==> src/rtl/seg_display_pkg.sv <==
// Shared constants for the four-digit seven-segment display: segment patterns,
// game-phase encodings and converter state type.
package seg_display_pkg;

    // Segment lines are {g,f,e,d,c,b,a}, active-low.
    localparam logic [6:0] SEG_0     = 7'b1000000;
    localparam logic [6:0] SEG_1     = 7'b1111001;
    localparam logic [6:0] SEG_2     = 7'b0100100;
    localparam logic [6:0] SEG_3     = 7'b0110000;
    localparam logic [6:0] SEG_4     = 7'b0011001;
    localparam logic [6:0] SEG_5     = 7'b0010010;
    localparam logic [6:0] SEG_6     = 7'b0000010;
    localparam logic [6:0] SEG_7     = 7'b1111000;
    localparam logic [6:0] SEG_8     = 7'b0000000;
    localparam logic [6:0] SEG_9     = 7'b0010000;
    localparam logic [6:0] SEG_DASH  = 7'b0111111;
    localparam logic [6:0] SEG_BLANK = 7'b1111111;

    localparam logic [13:0] MAX_SHOWN = 14'd9999;

    typedef enum logic [1:0] {
        SEL_MODE   = 2'd0,
        SEL_COUNT  = 2'd1,
        SEL_RESULT = 2'd2,
        SEL_TARGET = 2'd3
    } select_e;

    typedef enum logic {
        CV_IDLE  = 1'b0,
        CV_SHIFT = 1'b1
    } cv_state_e;

    function automatic logic [6:0] digit_seg(input logic [3:0] d);
        logic [6:0] s;
        case (d)
            4'd0:    s = SEG_0;
            4'd1:    s = SEG_1;
            4'd2:    s = SEG_2;
            4'd3:    s = SEG_3;
            4'd4:    s = SEG_4;
            4'd5:    s = SEG_5;
            4'd6:    s = SEG_6;
            4'd7:    s = SEG_7;
            4'd8:    s = SEG_8;
            4'd9:    s = SEG_9;
            default: s = SEG_BLANK;
        endcase
        return s;
    endfunction

endpackage

==> src/rtl/seg_display_bin2bcd.sv <==
// Sequential shift-add-3 binary to BCD converter: one load cycle, then 14
// shift cycles; done flags the final shift and bcd_out is valid alongside it.
module bin2bcd
    import seg_display_pkg::*;
(
    input  logic        clk,
    input  logic        rst,
    input  logic        start,
    input  logic [13:0] bin_in,
    output logic        busy,
    output logic        done,
    output logic [15:0] bcd_out
);

    cv_state_e   state_q, state_d;
    logic [3:0]  cnt_q, cnt_d;
    logic [29:0] sr_q, sr_d;
    logic [29:0] shifted;

    // Upper 16 bits hold the BCD digits, lower 14 bits the remaining binary.
    function automatic logic [29:0] shift_step(input logic [29:0] sr);
        logic [29:0] t;
        t = sr;
        for (int i = 0; i < 4; i++) begin
            if (t[14 + 4*i +: 4] >= 4'd5) begin
                t[14 + 4*i +: 4] = t[14 + 4*i +: 4] + 4'd3;
            end
        end
        return {t[28:0], 1'b0};
    endfunction

    always_comb begin
        // NOTE: every combinational output gets a default first so no path leaves it unassigned (no latch).
        state_d = state_q;
        cnt_d   = cnt_q;
        sr_d    = sr_q;
        done    = 1'b0;
        shifted = shift_step(sr_q);
        case (state_q)
            CV_IDLE: begin
                if (start) begin
                    sr_d    = {16'd0, bin_in};
                    cnt_d   = 4'd0;
                    state_d = CV_SHIFT;
                end
            end
            default: begin
                sr_d  = shifted;
                cnt_d = cnt_q + 4'd1;
                if (cnt_q == 4'd13) begin
                    done    = 1'b1;
                    state_d = CV_IDLE;
                end
            end
        endcase
    end

    assign busy    = (state_q == CV_SHIFT);
    assign bcd_out = shifted[29:14];

    always_ff @(posedge clk) begin
        // NOTE: state registers use non-blocking assignments; reset is synchronous, sampled on the clock edge.
        if (rst) begin
            state_q <= CV_IDLE;
            cnt_q   <= 4'd0;
            sr_q    <= '0;
        end else begin
            state_q <= state_d;
            cnt_q   <= cnt_d;
            sr_q    <= sr_d;
        end
    end

endmodule

==> src/rtl/seg_display.sv <==
// Four-digit multiplexed seven-segment driver: converts the game number to BCD,
// scans the digits, blanks leading zeros, and blinks in result/target phases.
module seg_display
    import seg_display_pkg::*;
#(
    parameter int unsigned REFRESH_TICKS = 100000,
    parameter int unsigned BLINK_TICKS   = 25000000
) (
    input  logic        clk,
    input  logic        rst,
    input  logic [13:0] number,
    input  logic [1:0]  select,
    input  logic [1:0]  mode,
    output logic [6:0]  seg,
    output logic        dp,
    output logic [3:0]  an
);

    localparam int RW = (REFRESH_TICKS > 1) ? $clog2(REFRESH_TICKS) : 1;
    localparam int BW = (BLINK_TICKS > 1) ? $clog2(BLINK_TICKS) : 1;
    localparam logic [RW-1:0] REFRESH_LAST = RW'(REFRESH_TICKS - 1);
    localparam logic [BW-1:0] BLINK_LAST   = BW'(BLINK_TICKS - 1);

    logic [RW-1:0] refresh_cnt_q, refresh_cnt_d;
    logic [BW-1:0] blink_cnt_q, blink_cnt_d;
    logic [1:0]    digit_idx_q, digit_idx_d;
    logic          blink_on_q, blink_on_d;
    logic [1:0]    select_q, select_d;
    logic [13:0]   last_num_q, last_num_d;
    logic [15:0]   disp_bcd_q, disp_bcd_d;
    logic          ovf_q, ovf_d;
    logic [6:0]    seg_q, seg_d;
    logic [3:0]    an_q, an_d;

    logic          conv_start, conv_busy, conv_done;
    logic [15:0]   conv_bcd;
    select_e       sel;
    logic          blinking, visible, lead_zero;
    logic [3:0]    cur_digit;

    assign sel = select_e'(select);

    // The converter samples number when it starts; last_num_q remembers that value.
    assign conv_start = !conv_busy && (number != last_num_q);

    bin2bcd u_bin2bcd (
        .clk     (clk),
        .rst     (rst),
        .start   (conv_start),
        .bin_in  (number),
        .busy    (conv_busy),
        .done    (conv_done),
        .bcd_out (conv_bcd)
    );

    always_comb begin
        refresh_cnt_d = refresh_cnt_q + RW'(1);
        digit_idx_d   = digit_idx_q;
        if (refresh_cnt_q == REFRESH_LAST) begin
            refresh_cnt_d = '0;
            digit_idx_d   = digit_idx_q + 2'd1;
        end

        select_d    = select;
        blink_cnt_d = blink_cnt_q + BW'(1);
        blink_on_d  = blink_on_q;
        if (select != select_q) begin
            blink_cnt_d = '0;
            blink_on_d  = 1'b1;
        end else if (blink_cnt_q == BLINK_LAST) begin
            blink_cnt_d = '0;
            blink_on_d  = !blink_on_q;
        end

        last_num_d = conv_start ? number : last_num_q;
        disp_bcd_d = conv_done ? conv_bcd : disp_bcd_q;
        ovf_d      = conv_done ? (last_num_q > MAX_SHOWN) : ovf_q;
    end

    // Pattern for the digit currently being scanned, registered into seg/an.
    always_comb begin
        cur_digit = disp_bcd_q[{digit_idx_q, 2'b00} +: 4];
        case (digit_idx_q)
            2'd0:    lead_zero = 1'b0;
            2'd1:    lead_zero = (disp_bcd_q[15:4] == 12'd0);
            2'd2:    lead_zero = (disp_bcd_q[15:8] == 8'd0);
            default: lead_zero = (disp_bcd_q[15:12] == 4'd0);
        endcase

        // Looking at the next blink phase lets a select change show on the very next edge.
        blinking = (sel == SEL_RESULT) || (sel == SEL_TARGET);
        visible  = !blinking || blink_on_d;

        if (sel == SEL_MODE) begin
            if (digit_idx_q != 2'd0) begin
                seg_d = SEG_BLANK;
            end else if (mode == 2'd3) begin
                seg_d = SEG_DASH;
            end else begin
                seg_d = digit_seg({2'b00, mode});
            end
        end else if (ovf_q) begin
            seg_d = SEG_DASH;
        end else if (lead_zero) begin
            seg_d = SEG_BLANK;
        end else begin
            seg_d = digit_seg(cur_digit);
        end

        an_d = ~(4'b0001 << digit_idx_q);
        if (!visible) begin
            an_d  = 4'b1111;
            seg_d = SEG_BLANK;
        end
    end

    always_ff @(posedge clk) begin
        if (rst) begin
            refresh_cnt_q <= '0;
            blink_cnt_q   <= '0;
            digit_idx_q   <= 2'd0;
            blink_on_q    <= 1'b1;
            select_q      <= SEL_MODE;
            last_num_q    <= 14'd0;
            disp_bcd_q    <= 16'd0;
            ovf_q         <= 1'b0;
            seg_q         <= SEG_BLANK;
            an_q          <= 4'b1111;
        end else begin
            refresh_cnt_q <= refresh_cnt_d;
            blink_cnt_q   <= blink_cnt_d;
            digit_idx_q   <= digit_idx_d;
            blink_on_q    <= blink_on_d;
            select_q      <= select_d;
            last_num_q    <= last_num_d;
            disp_bcd_q    <= disp_bcd_d;
            ovf_q         <= ovf_d;
            seg_q         <= seg_d;
            an_q          <= an_d;
        end
    end

    assign seg = seg_q;
    assign an  = an_q;
    assign dp  = 1'b1;

endmodule
==> config.mk <==
export PLATFORM = sky130hd
export DESIGN_NAME = seg_display
export DESIGN_NICKNAME = d
export VERILOG_FILES = /design/src/rtl/seg_display_pkg.sv /design/src/rtl/seg_display_bin2bcd.sv /design/src/rtl/seg_display.sv
export SDC_FILE = /design/constraint.sdc
export NUM_CORES = 1
export LEC_CHECK = 0
export CORE_ASPECT_RATIO = 0.6
export CORE_MARGIN = 5
export CORE_UTILIZATION = 55
export CTS_CLUSTER_DIAMETER = 30
export CTS_CLUSTER_SIZE = 28
export DETAILED_ROUTE_END_ITERATION = 12
export PLACE_DENSITY = 0.74
export SKIP_LAST_GASP = 1
export SLEW_MARGIN = 10
export SYNTH_ARGS = -nofsm -noshare
export SYNTH_HDL_FRONTEND = slang
export SYNTH_SLANG_ARGS = --single-unit
==> constraint.sdc <==
create_clock -name clk -period 3.3 [get_ports clk]
set_clock_uncertainty 0.2 [all_clocks]
set_input_delay 0.66 -clock clk [delete_from_list [all_inputs] [get_ports clk]]
set_output_delay 0.66 -clock clk [all_outputs]
set_load 0.02 [all_outputs]
==> results of run 1 <==
[state kept, by name (all words and copies together) (netlist names)]
signal           flops
an                   4
disp_bcd_q          16
u_bin2bcd.busy       1
select_q             2
u_bin2bcd.sr_q      30
digit_idx_q          2
seg                  7
refresh_cnt_q       17
last_num_q          14
blink_cnt_q         25
ovf_q                1
u_bin2bcd.cnt_q      4
blink_on_q           1
[critical path, cell delays in order]
cell and delay, ns:
clkdlybuf4s50_1 0.44, xor2_1 0.15, nor4_1 0.39, and4_1 0.43
buf_12 0.24, mux2i_1 0.10, o32ai_1 0.24
[path summary, 6_finish.rpt]
path | end | cells past startpoint | start
max reg2reg | seg[4] | 8 | digit_idx_q[0]
max | u_bin2bcd.sr_q[29] | 7 | number[3]
min | blink_cnt_q[0] | 1 | blink_cnt_q[0]
min reg2reg | blink_cnt_q[0] | 1 | blink_cnt_q[0]
[area by class of cell]
type                       count  area share (%)
timing repair buffer          37           5.339
clock inverter                14           3.244
clock buffer                  18           6.359
sequential                   124           36.78
multi-input combinational    501           44.44
inverter                      24           1.335
tap                          135           2.503
[cells in the mapped netlist, types with 3 or more instances]
master	count
dfxtp_1	124
nand2_1	90
nor2_1	75
nand3_1	52
a21oi_1	51
xor2_1	32
o21ai_0	30
xnor2_1	24
clkbuf_1	23
inv_1	23
ha_1	22
a31oi_1	15
mux2i_1	12
nand4_1	12
nor3_1	11
nor4_1	10
and3_1	9
buf_2	8
and4_1	7
nand2b_1	7
a211oi_1	6
o32ai_1	5
or3_1	5
a311oi_1	4
mux4_2	4
buf_1	3
[power groups by stage]
stage          clock, mW  sequential, mW  combinational [mW]
3_3_place_gp           0            1.58               0.164
2_1_floorplan          0            1.59              0.0990
6_report            2.04            1.55               0.170
3_5_place_dp           0            1.59               0.167
4_1_cts             2.06            1.55               0.169
5_1_grt             2.13            1.56               0.187
[cell families after synthesis]
| kind of cell | Yosys count | synth area share [%] |
|---|---|---|
| adders and majority gates | 22 | 4.789 |
| muxes | 18 | 4.049 |
| DFF | 124 | 43.19 |
| and+or+nand+nor | 286 | 22.96 |
| AOI/OAI and AO/OA | 118 | 11.78 |
| buffers and inverters | 61 | 4.636 |
| xor gates and xnor gates | 56 | 8.533 |
| other | 1 | 0.06524 |
[through the flow]
step	setup WS (ns)	power [mW]	hold slack [ns]	area, sq um
after CTS	0.7727	3.780	0.2496	6749
after global routing	0.6261	3.872	0.2792	6749
after floorplan	1.124	1.687	0.2132	5748
after detailed placement	0.3435	1.753	0.2410	6101
final	0.7339	3.763	0.2475	6749
after global placement	0.4271	1.749	0.2227	6101
[metal layers]
layer | share of wire, % | GRT usage (%)
met1 | 48 | 29.74
met2 | 44 | 33.08
met3 | 5.8 | 5.398
met4 | 1.6 | 7.491
met5 | 0 | 0
==> metrics, run 1 <==
number of global-route vias before repair=4596; period utilization=77.76%; Clk Latency, worst-skew pair=0.41 ns; Root Buffer Master=clkbuf_16; R2R setup slack=0.92 ns; placed cell count=821; switching share of total power=21.79%; post-synth top area share=43.19%; final hold violation count=0; drt drc=0; top post-synthesis cells by area=dfxtp_1 43%, nand2_1 5.9%, nor2_1 4.9%, xor2_1 4.9%, ha_1 4.8%; TritonRoute pass-1 iters=5; Worst Path Arrival=2.67 ns; Switch Pwr=819.8 uW; ANT cells=0; Register Area=2482 sq um; outcome=finished clean; DRT Wirelength=12930 um; Core ar.=10020 sq um; CTS Buf Count=17; routed len/inst=15.16 um; Congestion Overflow GR=0; startpoint types=input pin; FF+latch count, synth=124; post-DP HPWL=8592 um; DIE AREA=12660 sq um; maxcap violations=0; Top FF cell, synth=dfxtp_1; sequential area share after synthesis=43.19%; setup repair bufs after CTS=0; synthesized area=5748 sq um; fill count=792; sequential fraction of design power=41.3%; power per cell area=557.6 nW/um^2; I/O pins=32; WP data required=3.41 ns; initial DRC count=388; Hold WC Path Type=flop to flop; Post-Syn Instances=686; clock sinks=124; hold_buf cts=0; Max VDD drop=0.3730 mV; Setup CP Type=input pin to flop; Least-Margin Pin Slew=0.8277 ns; total track usage=21.50%; Max Slew Vio Count=0; synth warn=0; Area Growth Syn to Fin=17.41%; Critical Path Sink Type=flop; multi-input logic area=2999 sq um; Die Y=89.19 um; most common cell after layout, fill and taps aside=dfxtp_1; routed vias=4849; nets@finish=747; Initial Util=57.37%; Final Setup Violations=0; share of layout cells above drive strength 1=6.685%; Longest Clk Path Bufs=2; Final Wtd Congestion=0.8510; global-route wire length before repair=21850 um; Avg Synthesized Cell Area=8.379 sq um; crit path time final=2.566 ns; largest net degree at the start of global routing=46; worst-path maximum fanout=41; Power Internal=2.943 mW; Logic pwr share=4.5%; Routed Antenna Nets=0; via density per instance=5.685; commonest cells after routing, fill and taps aside=124 x dfxtp_1, 90 x nand2_1, 75 x nor2_1; area leader, netlist=dfxtp_1; CTS clk-pin slew, worst paths=0.06 ns; initial antenna violation count=0; clock network fraction of design power=54.2%; async set-reset flop share out of synthesis=0%; TNS Setup=0 ns; Max Freq=389.7 MHz; count of cell types in the netlist=44; Slew HR=44.82%; RSZ-0062 raised after global routing=no; CTS tree=yes; Pleak=2.401 nW; IO buf count=30; Syn Nets=728; number of synthesized flops with an enable pin=0; cts repair resizes=0; H-tree depth=4; Non-Filler Instances=853; Die X=142.0 um; post-layout util=67.36%; Cell Rows=28
(Power assumes the default switching activity.)
==> run 2, diff against run 1 <==
clock period = 2.4 ns   (was 3.3 ns; I/O delays follow)
==> run 2 against run 1 <==
Via count up 1.3%; core utilization up 1.2 points; register-to-register slack worse by 0.75 ns; critical path depth up 1; sequential power up 38%; global-route usage up 0.43 points; power up 43%; final cell count up 1.3%; count of clock-buffer cells in the layout up 3; critical endpoint is now u_bin2bcd.sr_q[17].
==> metrics, run 2 (synthesis results as in run 1) <==
fill count=769; Clk Latency, worst-skew pair=0.42 ns; crit path time final=2.317 ns; WP data required=2.50 ns; TritonRoute pass-1 iters=5; DRT Wirelength=13250 um; Logic pwr share=4.5%; nets@finish=758; Worst Path Arrival=2.41 ns; share of layout cells above drive strength 1=7.956%; Slew HR=60.23%; Max Slew Vio Count=0; max reg flops=30; total track usage=21.93%; ANT cells=0; Routed Antenna Nets=0; drt drc=0; initial antenna violation count=0; clock network fraction of design power=55.7%; period utilization=96.54%; Hold WC Path Type=input pin to flop; largest net degree at the start of global routing=43; final hold violation count=0; CTS tree=yes; power per cell area=781.8 nW/um^2; Max VDD drop=0.5566 mV; final design instance area without fill=6874 sq um; commonest cells after routing, fill and taps aside=124 x dfxtp_1, 90 x nand2_1, 75 x nor2_1; Area Growth Syn to Fin=19.59%; Initial Util=57.37%; Fin Hold WS=0.1345 ns; Cell Rows=28; worst-path maximum fanout=41; via density per instance=5.685; largest registers=u_bin2bcd.sr_q x30, blink_cnt_q x25, refresh_cnt_q x17; I/O pins=32; Core ar.=10020 sq um; largest reg by FF count=u_bin2bcd.sr_q; switching share of total power=20.26%; Switch Pwr=1.089 mW; sequential fraction of design power=39.8%; H-tree depth=4; Max Freq=431.6 MHz; Final Wtd Congestion=0.8618; Placed Area=6168 sq um; CTS clk-pin slew, worst paths=0.05 ns; initial DRC count=389; outcome=finished clean; Power Internal=4.286 mW; Longest Clk Path Bufs=2; CTS Buf Count=17; DIE AREA=12660 sq um; clock sinks=124; Pleak=2.474 nW; most common cell after layout, fill and taps aside=dfxtp_1; global-route wire length before repair=22400 um; routed len/inst=15.34 um; Critical Path Sink Type=flop; Least-Margin Pin Slew=0.5948 ns; IO buf count=30; maxcap violations=0; Register Area=2482 sq um; routed vias=4912; startpoint types=input pin; post-DP HPWL=8671 um; RSZ-0062 raised after global routing=no; number of global-route vias before repair=4693; Die X=142.0 um; R2R setup slack=0.17 ns; Die Y=89.19 um; multi-input logic area=3000 sq um; Root Buffer Master=clkbuf_16; Setup CP Type=input pin to flop; Final Setup Violations=0; Congestion Overflow GR=0
[run 2: cell types whose count changed in the layout (fill, tap and decap cells not counted), moves of 2 or more]
cell | previous run | this run
clkinv_4 | 4 | 1
buf_4 | 6 | 17
bufinv_16 | 5 | 7
clkbuf_1 | 1 | 3
[run 2: cell type report]
cell class	instances	area share, %
multi-input cells	501	43.65
flip-flops and latches	124	36.11
repair buffers	48	6.443
well taps	135	2.457
clock buffers	21	6.553
clock inverters	11	3.477
inverters	24	1.311
[run 2: layer usage]
layer | up-vias | routed length [um] | global-route usage (%)
li1 | 2434 | - | -
met1 | 2322 | 6393 | 29.60
met2 | 138 | 5973 | 34.92
met3 | 18 | 694 | 5.184
met4 | 0 | 190 | 7.578
met5 | - | 0 | 0
[run 2: power by group through the flow]
stage / combinational [mW] / clock, mW / sequential (mW)
after detailed placement: 0.237 / 0 / 2.18
after CTS: 0.239 / 3.03 / 2.14
after floorplan: 0.136 / 0 / 2.18
after global placement: 0.230 / 0 / 2.18
final: 0.240 / 3.00 / 2.14
after global routing: 0.265 / 3.14 / 2.14
[run 2: worst max-delay path, stage by stage]
cell and delay [ns]:
clkdlybuf4s50_1 0.45, xor2_1 0.16, nor4_1 0.31, buf_4 0.17, and4_1 0.25, buf_12 0.22
mux2i_1 0.09, o32ai_1 0.27
[run 2: metrics by stage]
stage / TNS (ns) / worst slack, ns / instances / utilization, % / power [mW]
after floorplan: 0 / 0.2661 / 686 / - / 2.320
after global placement: -2.628 / -0.1360 / 830 / 61.56 / 2.410
after detailed placement: -6.522 / -0.2694 / 830 / 61.56 / 2.418
after CTS: 0 / 0.1259 / 862 / 68.44 / 5.407
after global routing: 0 / 0.004952 / 864 / 68.61 / 5.544
final: 0 / 0.08299 / 864 / 68.61 / 5.374
[run 2: path summary, 6_finish.rpt]
kind | startpoint | endpoint | cells after the start
worst max-delay path | number[2] | u_bin2bcd.sr_q[17] | 8
worst min-delay path | rst | disp_bcd_q[9] | 2
worst min register to register | blink_cnt_q[0] | blink_cnt_q[0] | 1
worst max register to register | digit_idx_q[0] | seg[5] | 5
[run 2: repair_timing]
action                                  4_1_cts  5_1_grt
hold buffers                                  0        0
endpoints found under the setup margin        0        5
setup buffers                                 0        2
resized for setup                             0        1
==> run 3, diff against run 2 <==
ABC_AREA = 1   (was unset)
CORE_UTILIZATION = 60   (was 55)
PLACE_DENSITY = 0.8   (was 0.74)
==> run 3 against run 2 <==
First-iteration DRC count up 71%; die area up 1.4%; fmax up 5.8%; setup slack better by 0.13 ns; critical endpoint is now disp_bcd_q[8]; final cell count up 27%; sequential power about the same; count of clock-buffer cells in the layout down 3; sequential share of layout area down 2.9 points; global-route usage up 2.1 points; critical path type is now flop to flop.
==> metrics, run 3 <==
outcome=finished clean; largest net degree at the start of global routing=31; Logic pwr share=5.3%; placed cell count=1066; final hold violation count=0; share of layout cells above drive strength 1=10.74%; initial DRC count=664; IO buf count=30; initial antenna violation count=0; commonest cells after routing, fill and taps aside=227 x nand2_1, 124 x dfxtp_1, 114 x inv_1; top-count cell post-synth=nand2_1; Max VDD drop=0.6196 mV; Non-Filler Instances=1098; Longest Clk Path Bufs=2; R2R depth=7; hold_buf cts=0; Least-Margin Pin Slew=0.5722 ns; DRT Wirelength=14530 um; nets@finish=988; Max Slew Vio Count=0; setup repair bufs after CTS=0; H-tree depth=4; power per cell area=681.4 nW/um^2; final design instance area without fill=7481 sq um; number of global-route vias before repair=5326; Critical R2R Launch=u_bin2bcd.cnt_q[1]; CTS clk-pin slew, worst paths=0.06 ns; post-DP HPWL=10220 um; hold wc startpoint=rst; most common cell after layout, fill and taps aside=nand2_1; total track usage=24.07%; setup ws final=0.2090 ns; pre-CTS WS=0.005457 ns; synthesized area=6370 sq um; Min-Delay Path Depth=2; switching share of total power=22.47%; startpoint types=flop; area leader, netlist=dfxtp_1; Congestion Overflow GR=0; I/O pins=32; Die X=143.0 um; maxcap violations=0; Fin Hold WS=0.1960 ns; Power Internal=3.952 mW; TritonRoute pass-1 iters=5; CTS Buf Count=17; period utilization=91.29%; Worst Path Arrival=2.33 ns; synth warn=0; Pleak=3.108 nW; Max Freq=456.4 MHz; Top FF cell, synth=dfxtp_1; commonest cells in the netlist=227 x nand2_1, 124 x dfxtp_1, 114 x inv_1; Initial Util=60.74%; Slew HR=61.71%; max reg flops=30; Critical Path Sink Type=flop; crit path time final=2.191 ns; CP startpoint=u_bin2bcd.cnt_q[1]; largest reg by FF count=u_bin2bcd.sr_q; sequential area share after synthesis=38.97%; post-synth top area share=38.97%; Hold WC Path Type=input pin to flop; TNS Setup=0 ns; routed len/inst=13.24 um; Die Y=89.81 um; Final Setup Violations=0; Post-Syn Instances=908; via density per instance=5.300; global-route wire length before repair=25700 um; async set-reset flop share out of synthesis=0%; Avg Synthesized Cell Area=7.015 sq um; sequential fraction of design power=41.9%; clock sinks=124; top post-synthesis cells by area=dfxtp_1 39%, nand2_1 13%, nand3_1 7.2%, inv_1 6.7%, nor2_1 4.6%; CTS tree=yes; drt drc=0; worst-path maximum fanout=11; Cell Rows=29; Syn Nets=950; Core ar.=10490 sq um; Switch Pwr=1.146 mW; Area Growth Syn to Fin=17.44%; DIE AREA=12840 sq um; Placed Area=6857 sq um; routed vias=5819; RSZ-0062 raised after global routing=no; count of cell types in the netlist=44; largest registers=u_bin2bcd.sr_q x30, blink_cnt_q x25, refresh_cnt_q x17; WP data required=2.54 ns; clock network fraction of design power=52.8%; Final Wtd Congestion=0.8750; Root Buffer Master=clkbuf_16; number of synthesized flops with an enable pin=0; cts repair resizes=0; ANT cells=0; Routed Antenna Nets=0; Setup CP Type=flop to flop; FF+latch count, synth=124; Clk Latency, worst-skew pair=0.42 ns
[run 3: cell count changes after synthesis, moves of 13 or more]
cell,before,now
nand2_2,0,13
inv_1,23,114
clkbuf_1,23,10
xnor2_1,24,5
a31oi_1,15,1
nand3_1,52,92
nand2_1,90,227
[run 3: metal layers]
metal | vias up | GRT usage, % | part of all wire, %
met5 | - | 0 | 0
met4 | 0 | 6.013 | 1.1
met3 | 19 | 7.105 | 8.0
met2 | 205 | 32.42 | 40
met1 | 2602 | 37.07 | 51
li1 | 2993 | - | -
[run 3: path summary, 6_finish.rpt]
check	endpoint	slack [ns]
setup / recovery	disp_bcd_q[8]	0.21
hold / removal	select_q[1]	0.20
setup reg to reg	disp_bcd_q[8]	0.21
hold reg to reg	blink_cnt_q[0]	0.25
[run 3: cells by family (layout without fill, tap and decap cells)]
group	Yosys count	after routing	synth area share, %
adders and majority gates	22	22	4.321
xor gates and xnor gates	25	25	3.437
buffers and inverters	146	197	9.369
DFF	124	124	38.97
AOI/OAI and AO/OA	101	101	9.016
and+or+nand+nor	489	489	34.83
other	1	1	0.05887
[run 3: cell type report]
| class | instances | area (sq um) |
|---|---|---|
| Clock buffer | 18 | 429.2 |
| Clock inverter | 14 | 195.2 |
| Fill cell | 835 | 3005 |
| Inverter | 120 | 451.7 |
| Multi-Input combinational cell | 638 | 3291 |
| Sequential cell | 124 | 2482 |
| Tap cell | 139 | 173.9 |
| Timing Repair Buffer | 45 | 457.9 |
[run 3: worst max-delay path, stage by stage (launching register included)]
cell	delay, ns
dfxtp_1	0.38
inv_1	0.06
ha_1	0.17
nand3_1	0.13
inv_1	0.13
nor2_1	0.47
inv_1	0.33
o22ai_1	0.23
[run 3: metrics by stage]
| stage | total power [mW] | utilization (%) |
|---|---|---|
| after floorplan | 2.346 | - |
| after global routing | 5.269 | 71.34 |
| final | 5.098 | 71.34 |
| after detailed placement | 2.449 | 65.39 |
| after global placement | 2.445 | 65.39 |
| after CTS | 5.128 | 71.34 |
[run 3: power by group through the flow]
stage / sequential (mW) / clock (mW) / combinational, mW
floorplan: 2.18 / 0 / 0.163
global placement: 2.18 / 0 / 0.267
detailed placement: 2.18 / 0 / 0.270
global route: 2.14 / 2.82 / 0.307
CTS: 2.13 / 2.72 / 0.272
finish: 2.14 / 2.69 / 0.272
